--- src/rtl/ccd_icg_gen_pkg.sv ---
// Shared CCD timing package: default frame/ICG/SH constants and the
// counter-width helper used by ccd_icg_gen and ccd_frame_counter.
package ccd_timing_pkg;

    // Defaults assume a 50 MHz Master_clk.
    localparam int unsigned DEF_FRAME_CYCLES   = 500000; // 10 ms frame
    localparam int unsigned DEF_ICG_LOW_CYCLES = 250;    // 5 us ICG low pulse
    localparam int unsigned DEF_SH_DELAY       = 25;     // ICG fall -> SH rise
    localparam int unsigned DEF_SH_WIDTH       = 50;     // SH high width

    // Width of a counter spanning 0..n-1; never narrower than one bit.
    function automatic int unsigned cnt_width(input int unsigned n);
        int unsigned w;
        w = $clog2(n);
        return (w < 1) ? 1 : w;
    endfunction

endpackage

--- src/rtl/ccd_icg_gen_frame_counter.sv ---
// ccd_frame_counter: free-running wrap-around counter, 0..MODULUS-1,
// synchronous active-high reset to zero.
module ccd_frame_counter
    import ccd_timing_pkg::*;
#(
    parameter  int unsigned MODULUS = DEF_FRAME_CYCLES,
    localparam int unsigned W       = cnt_width(MODULUS)
) (
    input  logic         clk,
    input  logic         rst,
    output logic [W-1:0] cnt
);

    localparam logic [W-1:0] LAST = W'(MODULUS - 1);

    // Advance every edge, wrapping from LAST back to zero.
    always_ff @(posedge clk) begin
        if (rst) begin
            cnt <= '0;
        end else if (cnt == LAST) begin
            cnt <= '0;
        end else begin
            cnt <= cnt + 1'b1;
        end
    end

endmodule

--- src/rtl/ccd_icg_gen.sv ---
// ccd_icg_gen: CCD integration-clear-gate (ICG) generator.
// ICG idles high and pulses low for ICG_LOW_CYCLES at the start of every
// FRAME_CYCLES-long frame. Define CCD_ICG_SH_EN to add the CCD_SH port and
// its shift-gate pulse, nested inside the ICG low pulse.
// Outputs come straight from flops; reset is synchronous, active-high.
module ccd_icg_gen
    import ccd_timing_pkg::*;
#(
    parameter int unsigned FRAME_CYCLES   = DEF_FRAME_CYCLES,
    parameter int unsigned ICG_LOW_CYCLES = DEF_ICG_LOW_CYCLES,
    parameter int unsigned SH_DELAY       = DEF_SH_DELAY,
    parameter int unsigned SH_WIDTH       = DEF_SH_WIDTH
) (
    input  logic Master_clk,
    input  logic rst,
`ifdef CCD_ICG_SH_EN
    output logic CCD_SH,
`endif
    output logic CCD_ICG
);

    localparam int unsigned CNT_W = cnt_width(FRAME_CYCLES);

    // Parameter sanity: the ICG pulse must be non-empty and shorter than a frame.
    if (!(ICG_LOW_CYCLES >= 1 && ICG_LOW_CYCLES < FRAME_CYCLES)) begin : g_bad_icg
        $error("ccd_icg_gen: need 1 <= ICG_LOW_CYCLES < FRAME_CYCLES");
    end

    logic [CNT_W-1:0] cnt;

    ccd_frame_counter #(
        .MODULUS (FRAME_CYCLES)
    ) u_frame_counter (
        .clk (Master_clk),
        .rst (rst),
        .cnt (cnt)
    );

    localparam logic [CNT_W-1:0] ICG_THR = CNT_W'(ICG_LOW_CYCLES);

    // ICG low while the pre-update count is inside the first ICG_LOW_CYCLES.
    always_ff @(posedge Master_clk) begin
        if (rst) begin
            CCD_ICG <= 1'b1;
        end else begin
            CCD_ICG <= (cnt >= ICG_THR);
        end
    end

`ifdef CCD_ICG_SH_EN
    // SH must sit strictly inside the ICG low pulse.
    if (!(SH_DELAY >= 1 && SH_WIDTH >= 1 && SH_DELAY + SH_WIDTH < ICG_LOW_CYCLES)) begin : g_bad_sh
        $error("ccd_icg_gen: need SH_DELAY>=1, SH_WIDTH>=1, SH_DELAY+SH_WIDTH < ICG_LOW_CYCLES");
    end

    localparam logic [CNT_W-1:0] SH_START = CNT_W'(SH_DELAY);
    localparam logic [CNT_W-1:0] SH_END   = CNT_W'(SH_DELAY + SH_WIDTH);

    // SH high for counts SH_DELAY..SH_DELAY+SH_WIDTH-1, same pre-update count.
    always_ff @(posedge Master_clk) begin
        if (rst) begin
            CCD_SH <= 1'b0;
        end else begin
            CCD_SH <= (cnt >= SH_START) && (cnt < SH_END);
        end
    end
`endif

endmodule

--- config.mk ---
export PLATFORM = sky130hd
export DESIGN_NAME = ccd_icg_gen
export DESIGN_NICKNAME = d
export VERILOG_FILES = /design/src/rtl/ccd_icg_gen_pkg.sv /design/src/rtl/ccd_icg_gen_frame_counter.sv /design/src/rtl/ccd_icg_gen.sv
export SDC_FILE = /design/constraint.sdc
export NUM_CORES = 1
export LEC_CHECK = 0
export ABC_AREA = 1
export CORE_MARGIN = 2
export CORE_UTILIZATION = 61
export CTS_BUF_LIST = sky130_fd_sc_hd__clkbuf_4
export CTS_CLUSTER_DIAMETER = 40
export DETAILED_ROUTE_END_ITERATION = 10
export PLACE_DENSITY = 0.82
export SLEW_MARGIN = 20
export SYNTH_ARGS = -nofsm -noshare
export SYNTH_HDL_FRONTEND = slang
export SYNTH_SLANG_ARGS = --single-unit
--- constraint.sdc ---
create_clock -name Master_clk -period 3.9 [get_ports Master_clk]
set_input_delay 0.585 -clock Master_clk [delete_from_list [all_inputs] [get_ports Master_clk]]
set_output_delay 0.585 -clock Master_clk [all_outputs]
set_load 0.02 [all_outputs]
# == Word level (Yosys, flattened, before mapping) ==
# Cells that the tools add are included.
# op_classes
n_reduce_logical,1
addsub,1
n_lt_le_gt_ge,1
n_eq_ne,1
# op_table
operator,n
$add A19 B1 Y19 const B,1
$eq A19 B19 Y1 const B,1
$ge A19 B8 Y1 const B,1
$reduce_or A2 Y1,1
# totals
ff_bits,20
inputBits,2

# == Depth between registers and ports, before layout ==
# Gate-level depths: netlist (run 1).
# depth
word_depth,2
ltp_mapped,9

# == By module ==
# A second synthesis (run 1) with hierarchy kept.
# unflattened
cells_unflattened,171
area_unflattened_um2,1108.6
# by_module_without_submodules
mod,n_inst,seq_area_each_um2,cells_each,area_each_um2
ccd_frame_counter,1,380.4,152,1017.2
ccd_icg_gen,1,20.0,19,91.3

# == Worst setup path before layout (run 1) ==
# Ideal clock, no wire load.
# synth_timing
kind,register -> register
startpoint,register u_frame_counter.cnt[1]
endpoint,register u_frame_counter.cnt[11]
setup_time_ns,0.115
path_slack_ns,2.541
t_arrival_ns,1.244
required_time_ns,3.785
synth_period_minus_slack_ns,1.359
path_stages_with_launch,8
path_buffers,1
cell_sequence,dfxtp_1 > ha_1 > nand3_1 > nor2_1 > nand2_1 > o21bai_4 > buf_6 > nor2_1
# synth_via
elab_chain_len,2
# synth_lines
element,line_no,source
start: declaration,ccd_icg_gen_frame_counter.sv:11,output logic [W-1:0] cnt
start signal: assignment,ccd_icg_gen_frame_counter.sv:23,cnt <= cnt + 1'b1;
branches (longest 2 deep; another with $add A19 B1 Y19),n/a,
# Parallel ways; which one is timed is not known.
# A chain may end at the register's enable or synchronous reset.

# == Worst setup path in the final report (run 1) ==
# layout_timing
startpoint,register CCD_ICG
endpoint,output CCD_ICG
# layout_rtl
element,line_no,source
start: declaration,ccd_icg_gen.sv:19,output logic CCD_ICG
start signal: assignment,ccd_icg_gen.sv:46,CCD_ICG <= (cnt >= ICG_THR);
# No word-level cell between the ends.

==> results of run 1 <==
-- area by class of cell --
type | instances | area share, %
clock buffers | 3 | 1.957
clock inverters | 1 | 0.3261
inverters | 23 | 7.500
multi-input cells | 117 | 50.98
flip-flops and latches | 20 | 34.78
well taps | 25 | 2.717
repair buffers | 2 | 1.739
-- per-stage QoR --
step           worst slack (ns)  std cells  hold slack, ns  util (%)
2_1_floorplan             2.541        161          0.4173         -
3_3_place_gp              2.323        187          0.4358     65.86
3_5_place_dp              2.287        187          0.4516     65.86
4_1_cts                   2.083        191          0.4777     67.40
5_1_grt                   2.052        191          0.4945     67.40
6_report                  2.095        191          0.4690     67.40
-- worst max-delay path by stage --
stage | from | endpoint | slack, ns | cells past startpoint
after CTS | CCD_ICG$_SDFF_PP1_ | CCD_ICG | 2.08 | 1
after floorplan | u_frame_counter.cnt[1]$_SDFF_PP0_ | u_frame_counter.cnt[11]$_SDFF_PP0_ | 2.54 | 7
final | CCD_ICG$_SDFF_PP1_ | CCD_ICG | 2.09 | 1
after detailed placement | rst | u_frame_counter.cnt[5]$_SDFF_PP0_ | 2.29 | 3
after global routing | CCD_ICG$_SDFF_PP1_ | CCD_ICG | 2.05 | 1
after global placement | rst | u_frame_counter.cnt[12]$_SDFF_PP0_ | 2.32 | 3
-- state kept, by name, summed over array words and instances, names as in the netlist --
register and flops:
CCD_ICG 1, u_frame_counter.cnt 19
-- routing by layer --
metal / part of all wire, % / vias up / GRT usage (%)
li1: - / 511 / -
met1: 47 / 435 / 29.59
met2: 46 / 28 / 37.50
met3: 4.1 / 7 / 4.314
met4: 3.0 / 0 / 12.57
met5: 0 / - / 0
-- cell usage in the layout, fill, tap and decap left out, drive strengths merged --
cell type / n
xnor2: 3
o21bai: 1
ha: 2
clkbuf: 3
inv: 23
dfxtp: 20
clkdlybuf4s50: 2
nor4: 2
nand2: 42
nand4: 5
and2: 1
o211ai: 1
clkinv: 1
a21oi: 6
or2: 2
nand3: 9
nor3: 1
nor2: 37
xor2: 4
o21ai: 1
-- synthesized netlist by cell type (all sizes together), types with 2 or more instances --
library cell	number
nand2	42
nor2	37
inv	23
dfxtp	20
nand3	9
a21oi	6
nand4	5
xor2	4
xnor2	3
ha	2
nor4	2
or2	2
-- power groups by stage --
| stage | Combinational, mW | Sequential (mW) | Clock, mW |
|---|---|---|---|
| after global placement | 0.0139 | 0.214 | 0 |
| after global routing | 0.0161 | 0.211 | 0.112 |
| final | 0.0141 | 0.210 | 0.103 |
| after CTS | 0.0143 | 0.210 | 0.103 |
| after detailed placement | 0.0142 | 0.215 | 0 |
| after floorplan | 0.0101 | 0.215 | 0 |
-- cells by family after synthesis --
logic type / after synthesis / share of synthesized area, %
AO/OA/AOI/OAI: 9 / 5.652
flip-flops: 20 / 36.91
XOR/XNOR: 7 / 5.652
adder cells (fa/ha/maj): 2 / 2.306
buffers and inverters: 24 / 8.996
AND/OR/NAND/NOR: 99 / 40.48
==> reports/metrics.yaml, run 1 <==
power_and_ir_drop:
  pwr_density_cell_nw_per_um2: 283.7
  vdd_drop_max_mv: 0.2595
  p_switching_uw: 75.59
  p_leak_nw: 0.4061
  swShare_pct: 23.15
  clockPowerShare_pct: 31.4
  combPwrFrac_pct: 4.3
  power_uw: 326.5
  internal_power_uw: 250.9
  pwr-share-seq_pct: 64.3
final_layout:
  antenna_cells: 0
  final_net_count: 171
  fill_cells: 144
  multi_input_area_um2: 586.8
  area_growth_pct: 6.113
  drive_gt1_share_pct: 7.229
  seq_area_um2: 400.4
  final_cell_area_um2: 1151
synthesis:
  yosysUniqueCellTypes: 21
  ys_seq_area_share_pct: 36.91
  syn_area_um2: 1085
  synth_ff_type: "dfxtp_1"
  ys_ff_latch: 20
  synth_top_area_cell: "dfxtp_1"
  yosys-top-cells-area: "dfxtp_1 37%, nand2_1 14%, nor2_1 11%"
  synth_top_area_share_pct: 36.91
  synth_edf_count: 0
  syn_area_per_cell_um2: 6.738
  netlist_instances: 161
  async_flop_share_pct: 0
  synth_nets: 165
  yosys_warnings: 0
cts:
  post_cts_resized: 0
  numCtsBuffers: 3
  clk_latency_ns: 0.31
  numClockSinks: 20
  postCtsSetupBuffers: 0
  clockRootBuffer: "clkbuf_4"
  cts_tree: "built"
  path_clk_slew_ns: 0.11
  clockBufferDepth: 2
  htreeDepth: 1
  cts_hold_buf: 0
detailed_routing:
  vias: 981
  via_per_inst: 5.136
  drc: 0
  first_pass_iters: 5
  ant_nets: 0
  wl_um: 2089
  first_iter_violations: 24
  wl_per_cell_um: 10.94
grt:
  grt_max_degree: 14
  grt_pass1_wl_um: 3567
  grt_antenna_before_repair: 0
  first_global_vias: 853
  grt_usage_pct: 23.47
  grt_overflow_total: 0
worst_setup_path:
  crit_slowest_cell: "clkdlybuf4s50_1"
  r2r_cells: 6
  crit_family: "buffers and inverters"
  max_stage_delay_ns: 0.59
  critPathBufInv: 1
  cp_data_required_time_ns: 3.31
  endpoint_kind: "output pin"
  worst-setup-path-type: "register to output pin"
  r2r_start: "u_frame_counter.cnt[1]$_SDFF_PP0_"
  r2r_end: "u_frame_counter.cnt[5]$_SDFF_PP0_"
  critPathArrivalTime_ns: 1.22
  cp_max_fo: 1
  worstSetupStartpointType: "register"
  r2r_slack_ns: 2.29
  crit_chain: "clkdlybuf4s50_1"
timing:
  maxSlewHeadroom_pct: 77.11
  finalMaxSlewViolations: 0
  rsz0062_at_grt: "no"
  tightest_slew_ns: 0.3425
  setup-violations-final: 0
  hold_viol_final: 0
  timing.fmax_ghz: 0.5539
  fin_setup_tns_ns: 0
  finalCritPeriodShare_pct: 46.29
  skew_ns: 0.002144
  period_minus_slack_ns: 1.805
die:
  core.rowCount: 15
  die_w_um: 46.17
  dieArea_um2: 2132
  dieHeight_um: 46.17
  io_pins: 3
  core_area_um2: 1708
  initial_core_util_pct: 63.52
place:
  place.gp.congestion: 0.8293
  dpl_cell_area_um2: 1125
  dp_hpwl_um: 1617
  portBuffers: 2
hold_path:
  worst_hold_path_type: "register to register"
  hold_end: "u_frame_counter.cnt[0]$_SDFF_PP0_"
  min_from: "u_frame_counter.cnt[0]$_SDFF_PP0_"
  worstHoldPathCells: 1
status:
  status: "complete, no violations"
job:
  drv_cap: 0
(Power assumes the default switching activity.)
==> run 2, diff against run 1 <==
- clock period: 3.9 -> 1.7 ns (I/O delays scaled with it)
==> reports/metrics.yaml, run 2 (synthesis gave the netlist of run 1 again) <==
cts:
  path_clk_slew_ns: 0.11
  numClockSinks: 20
  cts_hold_buf: 0
  clockRootBuffer: "clkbuf_4"
  numCtsBuffers: 3
  clockBufferDepth: 2
  htreeDepth: 1
  cts_tree: "built"
  clk_latency_ns: 0.30
timing:
  period_minus_slack_ns: 1.517
  hold_viol_final: 0
  fin_setup_tns_ns: 0
  maxSlewHeadroom_pct: 81.93
  timing.fmax_ghz: 0.6592
  tightest_slew_ns: 0.2701
  finalCritPeriodShare_pct: 89.23
  skew_ns: 0.006061
  setup-violations-final: 0
  rsz0062_at_grt: "no"
  finalMaxSlewViolations: 0
detailed_routing:
  drc: 0
  wl_um: 2069
  ant_nets: 0
  wl_per_cell_um: 10.78
  first_iter_violations: 30
  first_pass_iters: 4
  vias: 982
  via_per_inst: 5.115
worst_setup_path:
  endpoint: "u_frame_counter.cnt[14]$_SDFF_PP0_"
  critPathArrivalTime_ns: 1.73
  crit_slowest_cell: "dfxtp_1"
  cp_data_required_time_ns: 1.91
  crit_chain: "ha_1 > nand3_2 > nor2_1 > nand2_1 > nor2_1 > nor2_4 > nand2_1 > inv_1"
  r2r_slack_ns: 0.18
  worstSetupStartpointType: "register"
  r2r_start: "u_frame_counter.cnt[1]$_SDFF_PP0_"
  r2r_end: "u_frame_counter.cnt[14]$_SDFF_PP0_"
  crit_start: "u_frame_counter.cnt[1]$_SDFF_PP0_"
  critPathBufInv: 1
  path_depth: 8
  endpoint_kind: "register"
  cp_max_fo: 6
  r2r_cells: 8
  max_stage_delay_ns: 0.39
  crit_family: "simple AND/OR/NAND/NOR gates"
  worst-setup-path-type: "register to register"
die:
  core.rowCount: 15
  io_pins: 3
  dieArea_um2: 2132
  initial_core_util_pct: 63.52
  core_area_um2: 1708
  dieHeight_um: 46.17
  die_w_um: 46.17
final_layout:
  final_cell_mix: "41 x nand2_1, 31 x nor2_1, 23 x inv_1, 20 x dfxtp_1, 8 x nand3_1"
  top_register: "u_frame_counter.cnt"
  largest_reg_flops: 19
  antenna_cells: 0
  final_cell_area_um2: 1179
  final_common_cell: "nand2_1"
  final_net_count: 172
  drive_gt1_share_pct: 8.982
  area_growth_pct: 8.651
  stdcell_count: 192
  top_regs: "u_frame_counter.cnt x19, CCD_ICG x1"
power_and_ir_drop:
  pwr-share-seq_pct: 63.9
  internal_power_uw: 580.0
  pwr_density_cell_nw_per_um2: 640.2
  combPwrFrac_pct: 5.2
  p_switching_uw: 174.5
  clockPowerShare_pct: 31.0
  p_leak_nw: 0.4154
  vdd_drop_max_mv: 0.4285
  swShare_pct: 23.13
grt:
  grt_overflow_total: 0
  first_global_vias: 876
  grt_usage_pct: 21.99
  grt_use_met1_pct: 28.50
  top_usage_layer: "met2"
  grt_pass1_wl_um: 3450
  grt_antenna_before_repair: 0
  met2_usage_pct: 34.17
  grt_use_met3_pct: 5.882
  grt_max_degree: 14
status:
  status: "complete, no violations"
hold_path:
  worst_hold_path_type: "register to register"
place:
  dp_hpwl_um: 1553
  portBuffers: 2
  dp_cells: 187
  dpl_cell_area_um2: 1125
  place.gp.congestion: 0.8821
job:
  drv_cap: 0
-- run 2: cell count changes in the layout (fill, tap and decap cells not counted), sizes merged --
cell | before | now
buf | 0 | 1
-- run 2: through the flow --
| stage | worst slack [ns] | hold slack, ns | power, mW | util (%) |
|---|---|---|---|---|
| floorplan | 0.3414 | 0.3782 | 0.5160 | - |
| global placement | 0.2432 | 0.4397 | 0.5240 | 65.86 |
| detailed placement | 0.1555 | 0.4382 | 0.5248 | 65.86 |
| CTS | 0.1318 | 0.4570 | 0.7454 | 67.40 |
| global route | 0.03816 | 0.4836 | 0.7785 | 69.01 |
| finish | 0.1830 | 0.4504 | 0.7546 | 69.01 |
-- run 2: worst min-delay path by stage --
| stage | start | end | slack, ns | cells past startpoint |
|---|---|---|---|---|
| global placement | u_frame_counter.cnt[0]$_SDFF_PP0_ | u_frame_counter.cnt[0]$_SDFF_PP0_ | 0.44 | 1 |
| detailed placement | u_frame_counter.cnt[0]$_SDFF_PP0_ | u_frame_counter.cnt[0]$_SDFF_PP0_ | 0.44 | 1 |
| floorplan | rst | CCD_ICG$_SDFF_PP1_ | 0.38 | 2 |
| CTS | u_frame_counter.cnt[0]$_SDFF_PP0_ | u_frame_counter.cnt[0]$_SDFF_PP0_ | 0.46 | 1 |
| global route | u_frame_counter.cnt[0]$_SDFF_PP0_ | u_frame_counter.cnt[0]$_SDFF_PP0_ | 0.48 | 1 |
| finish | u_frame_counter.cnt[0]$_SDFF_PP0_ | u_frame_counter.cnt[0]$_SDFF_PP0_ | 0.45 | 1 |
-- run 2: timing repair --
action / in CTS / in global routing
buffers inserted: 0 / 1
resized for setup: 0 / 2
setup endpoints to repair: 0 / 19
-- run 2: final cells by class --
cell class / instances / area [um^2]
clock buffer: 3 / 22.52
clock inverter: 1 / 3.754
fill: 147 / 529.3
inverter: 23 / 86.33
multi-input combinational: 117 / 594.3
sequential: 20 / 400.4
tap: 25 / 31.28
timing repair buffer: 3 / 40.04
-- run 2: routing by layer --
layer,vias up,wire length (um)
li1,513,-
met1,429,941
met2,35,969
met3,5,124
met4,0,33
met5,-,0
-- run 2: power by group through the flow --
stage          clock network (mW)  registers (mW)  logic [mW]
3_3_place_gp                    0           0.492      0.0323
5_1_grt                     0.253           0.483      0.0423
3_5_place_dp                    0           0.492      0.0324
6_report                    0.234           0.482      0.0389
4_1_cts                     0.231           0.482      0.0327
2_1_floorplan                   0           0.493      0.0232
==> run 3, diff against run 2 <==
- ABC_AREA: 1 -> unset
==> reports/metrics.yaml, run 3 <==
final_layout:
  top_register: "u_frame_counter.cnt"
  area_growth_pct: 31.88
  fill_cells: 88
  top_regs: "u_frame_counter.cnt x19, CCD_ICG x1"
  drive_gt1_share_pct: 39.68
  utilization_pct: 84.12
  final_cell_mix: "16 x nor2_1, 13 x buf_4, 8 x xnor2_1, 8 x dfxtp_4"
  largest_reg_flops: 19
  final_common_cell: "nor2_1"
  final_net_count: 131
  stdcell_count: 142
  antenna_cells: 0
die:
  initial_core_util_pct: 63.78
  core_area_um2: 1489
  dieHeight_um: 43.46
  io_pins: 3
  dieArea_um2: 1888
  die_w_um: 43.46
  core.rowCount: 14
power_and_ir_drop:
  p_leak_nw: 0.4337
  vdd_drop_max_mv: 0.5348
  pwr_density_cell_nw_per_um2: 607.6
  power_uw: 761.0
place:
  portBuffers: 2
  place.gp.congestion: 0.8752
  dp_hpwl_um: 1451
  dp_cells: 136
worst_setup_path:
  cp_max_fo: 5
  worstSetupStartpointType: "register"
  r2r_slack_ns: 0.006
  critPathArrivalTime_ns: 1.95
  cp_data_required_time_ns: 1.96
  r2r_start: "u_frame_counter.cnt[5]$_SDFF_PP0_"
  r2r_cells: 4
  endpoint_kind: "register"
  r2r_end: "u_frame_counter.cnt[17]$_SDFF_PP0_"
  worst-setup-path-type: "register to register"
detailed_routing:
  wl_per_cell_um: 15.11
  ant_nets: 0
  first_pass_iters: 4
  first_iter_violations: 18
  vias: 867
  wl_um: 2145
  drc: 0
  via_per_inst: 6.106
hold_path:
  hold_end: "u_frame_counter.cnt[0]$_SDFF_PP0_"
  min_from: "u_frame_counter.cnt[0]$_SDFF_PP0_"
  worst_hold_path_type: "register to register"
  worstHoldPathCells: 1
synthesis:
  syn_area_per_cell_um2: 8.959
  synth_nets: 110
  netlist_instances: 106
  yosysUniqueCellTypes: 26
  yosys-top-cells-area: "dfxtp_1 42%, nor2_1 8.3%, xnor2_1 7.4%"
  synth.most_common_cell: "nor2_1"
  synth_top_area_cell: "dfxtp_1"
  synth_top_area_share_pct: 42.16
  synth_edf_count: 0
  syn_area_um2: 949.7
  yosys_warnings: 0
  async_flop_share_pct: 0
  ys_seq_area_share_pct: 42.16
  synthTopCellsByCount: "21 x nor2_1, 20 x dfxtp_1, 8 x xnor2_1"
  ys_ff_latch: 20
  synth_ff_type: "dfxtp_1"
cts:
  numCtsBuffers: 3
  htreeDepth: 1
  path_clk_slew_ns: 0.12
  clk_latency_ns: 0.31
  numClockSinks: 20
  clockBufferDepth: 2
  cts_hold_buf: 0
  cts_tree: "built"
  clockRootBuffer: "clkbuf_4"
grt:
  grt_overflow_total: 0
  grt_usage_pct: 25.04
  grt_pass1_wl_um: 3519
  grt_max_degree: 12
  first_global_vias: 878
  grt_antenna_before_repair: 0
timing:
  finalCritPeriodShare_pct: 99.63
  hold_viol_final: 0
  period_minus_slack_ns: 1.694
  finalMaxSlewViolations: 0
  rsz0062_at_grt: "yes"
  skew_ns: 0.002395
  tightest_slew_ns: 0.3363
  setup-violations-final: 0
  maxSlewHeadroom_pct: 77.37
  timing.fmax_ghz: 0.5904
status:
  status: "complete, no violations"
job:
  drv_cap: 0
[run 3: changes by cell type in the layout (fill, tap and decap cells not counted), sizes merged, moves of 3 or more]
| cell | previous run | this run |
|---|---|---|
| nor3 | 1 | 4 |
| nor2 | 37 | 21 |
| xnor2 | 3 | 8 |
| a21oi | 6 | 2 |
| nand3 | 9 | 5 |
| buf | 1 | 18 |
| inv | 23 | 2 |
| or4 | 0 | 5 |
| xor2 | 4 | 7 |
| nand2 | 42 | 6 |
[run 3: area by class of cell]
cell class	count	area [um^2]	share of cell area [%]
multi-input combinational	80	588.1	46.95
sequential	20	436.7	34.87
timing repair buffer	20	173.9	13.89
clock buffer	3	22.52	1.798
tap	16	20.02	1.598
inverter	2	7.507	0.5994
clock inverter	1	3.754	0.2997
[run 3: worst max path at each step]
stage	slack, ns	startpoint	cells past startpoint	endpoint
6_report	0.006	u_frame_counter.cnt[5]$_SDFF_PP0_	4	u_frame_counter.cnt[17]$_SDFF_PP0_
5_1_grt	-0.08	u_frame_counter.cnt[6]$_SDFF_PP0_	5	u_frame_counter.cnt[11]$_SDFF_PP0_
4_1_cts	-0.001	u_frame_counter.cnt[5]$_SDFF_PP0_	4	u_frame_counter.cnt[17]$_SDFF_PP0_
3_5_place_dp	-0.01	u_frame_counter.cnt[1]$_SDFF_PP0_	5	u_frame_counter.cnt[18]$_SDFF_PP0_
3_3_place_gp	-0.003	u_frame_counter.cnt[1]$_SDFF_PP0_	5	u_frame_counter.cnt[18]$_SDFF_PP0_
2_1_floorplan	0.0002	u_frame_counter.cnt[8]$_SDFF_PP0_	5	u_frame_counter.cnt[17]$_SDFF_PP0_
[run 3: stage by stage]
step	TNS (ns)	instance area [um^2]	setup WS, ns	hold WS [ns]
after global placement	-0.002665	1147	-0.002665	0.4485
after CTS	-0.001406	1194	-0.001406	0.4830
after global routing	-1.186	1252	-0.08316	0.4841
after detailed placement	-0.03128	1147	-0.01476	0.4604
after floorplan	0	1012	0.0002118	0.3200
final	0	1252	0.006214	0.4743
[run 3: what timing repair did]
item,in CTS,in global routing
gates resized for setup,6,17
setup buffers,1,1
pin swaps,3,6
setup endpoints to repair,16,18
hold endpoints to repair,0,0
[run 3: critical path: stages, from the launching register on]
cell and delay (ns):
dfxtp_4 0.40, nand4_4 0.13, or4_4 0.50, or4b_4 0.49, a21oi_2 0.11
[run 3: cells by family after synthesis]
family | share of synthesized area, %
XOR/XNOR | 13.83
buffers and inverters | 2.766
flip-flops | 42.16
AND/OR/NAND/NOR | 34.52
adder cells (fa/ha/maj) | 2.635
AO/OA/AOI/OAI | 4.085
[run 3: power by group]
part	internal, mW	total [mW]	switching (mW)
Clock	0.0859	0.241	0.155
Combinational	0.0223	0.0426	0.0203
Sequential	0.467	0.477	0.0106
[run 3: metal layers]
layer  share of wire [%]  global-route usage, %  routed length, um
met2                  46                  41.19                991
met1                  45                  29.55                966
met4                 5.2                  18.79                111
met3                 3.5                  3.333                 76
met5                   0                      0                  0
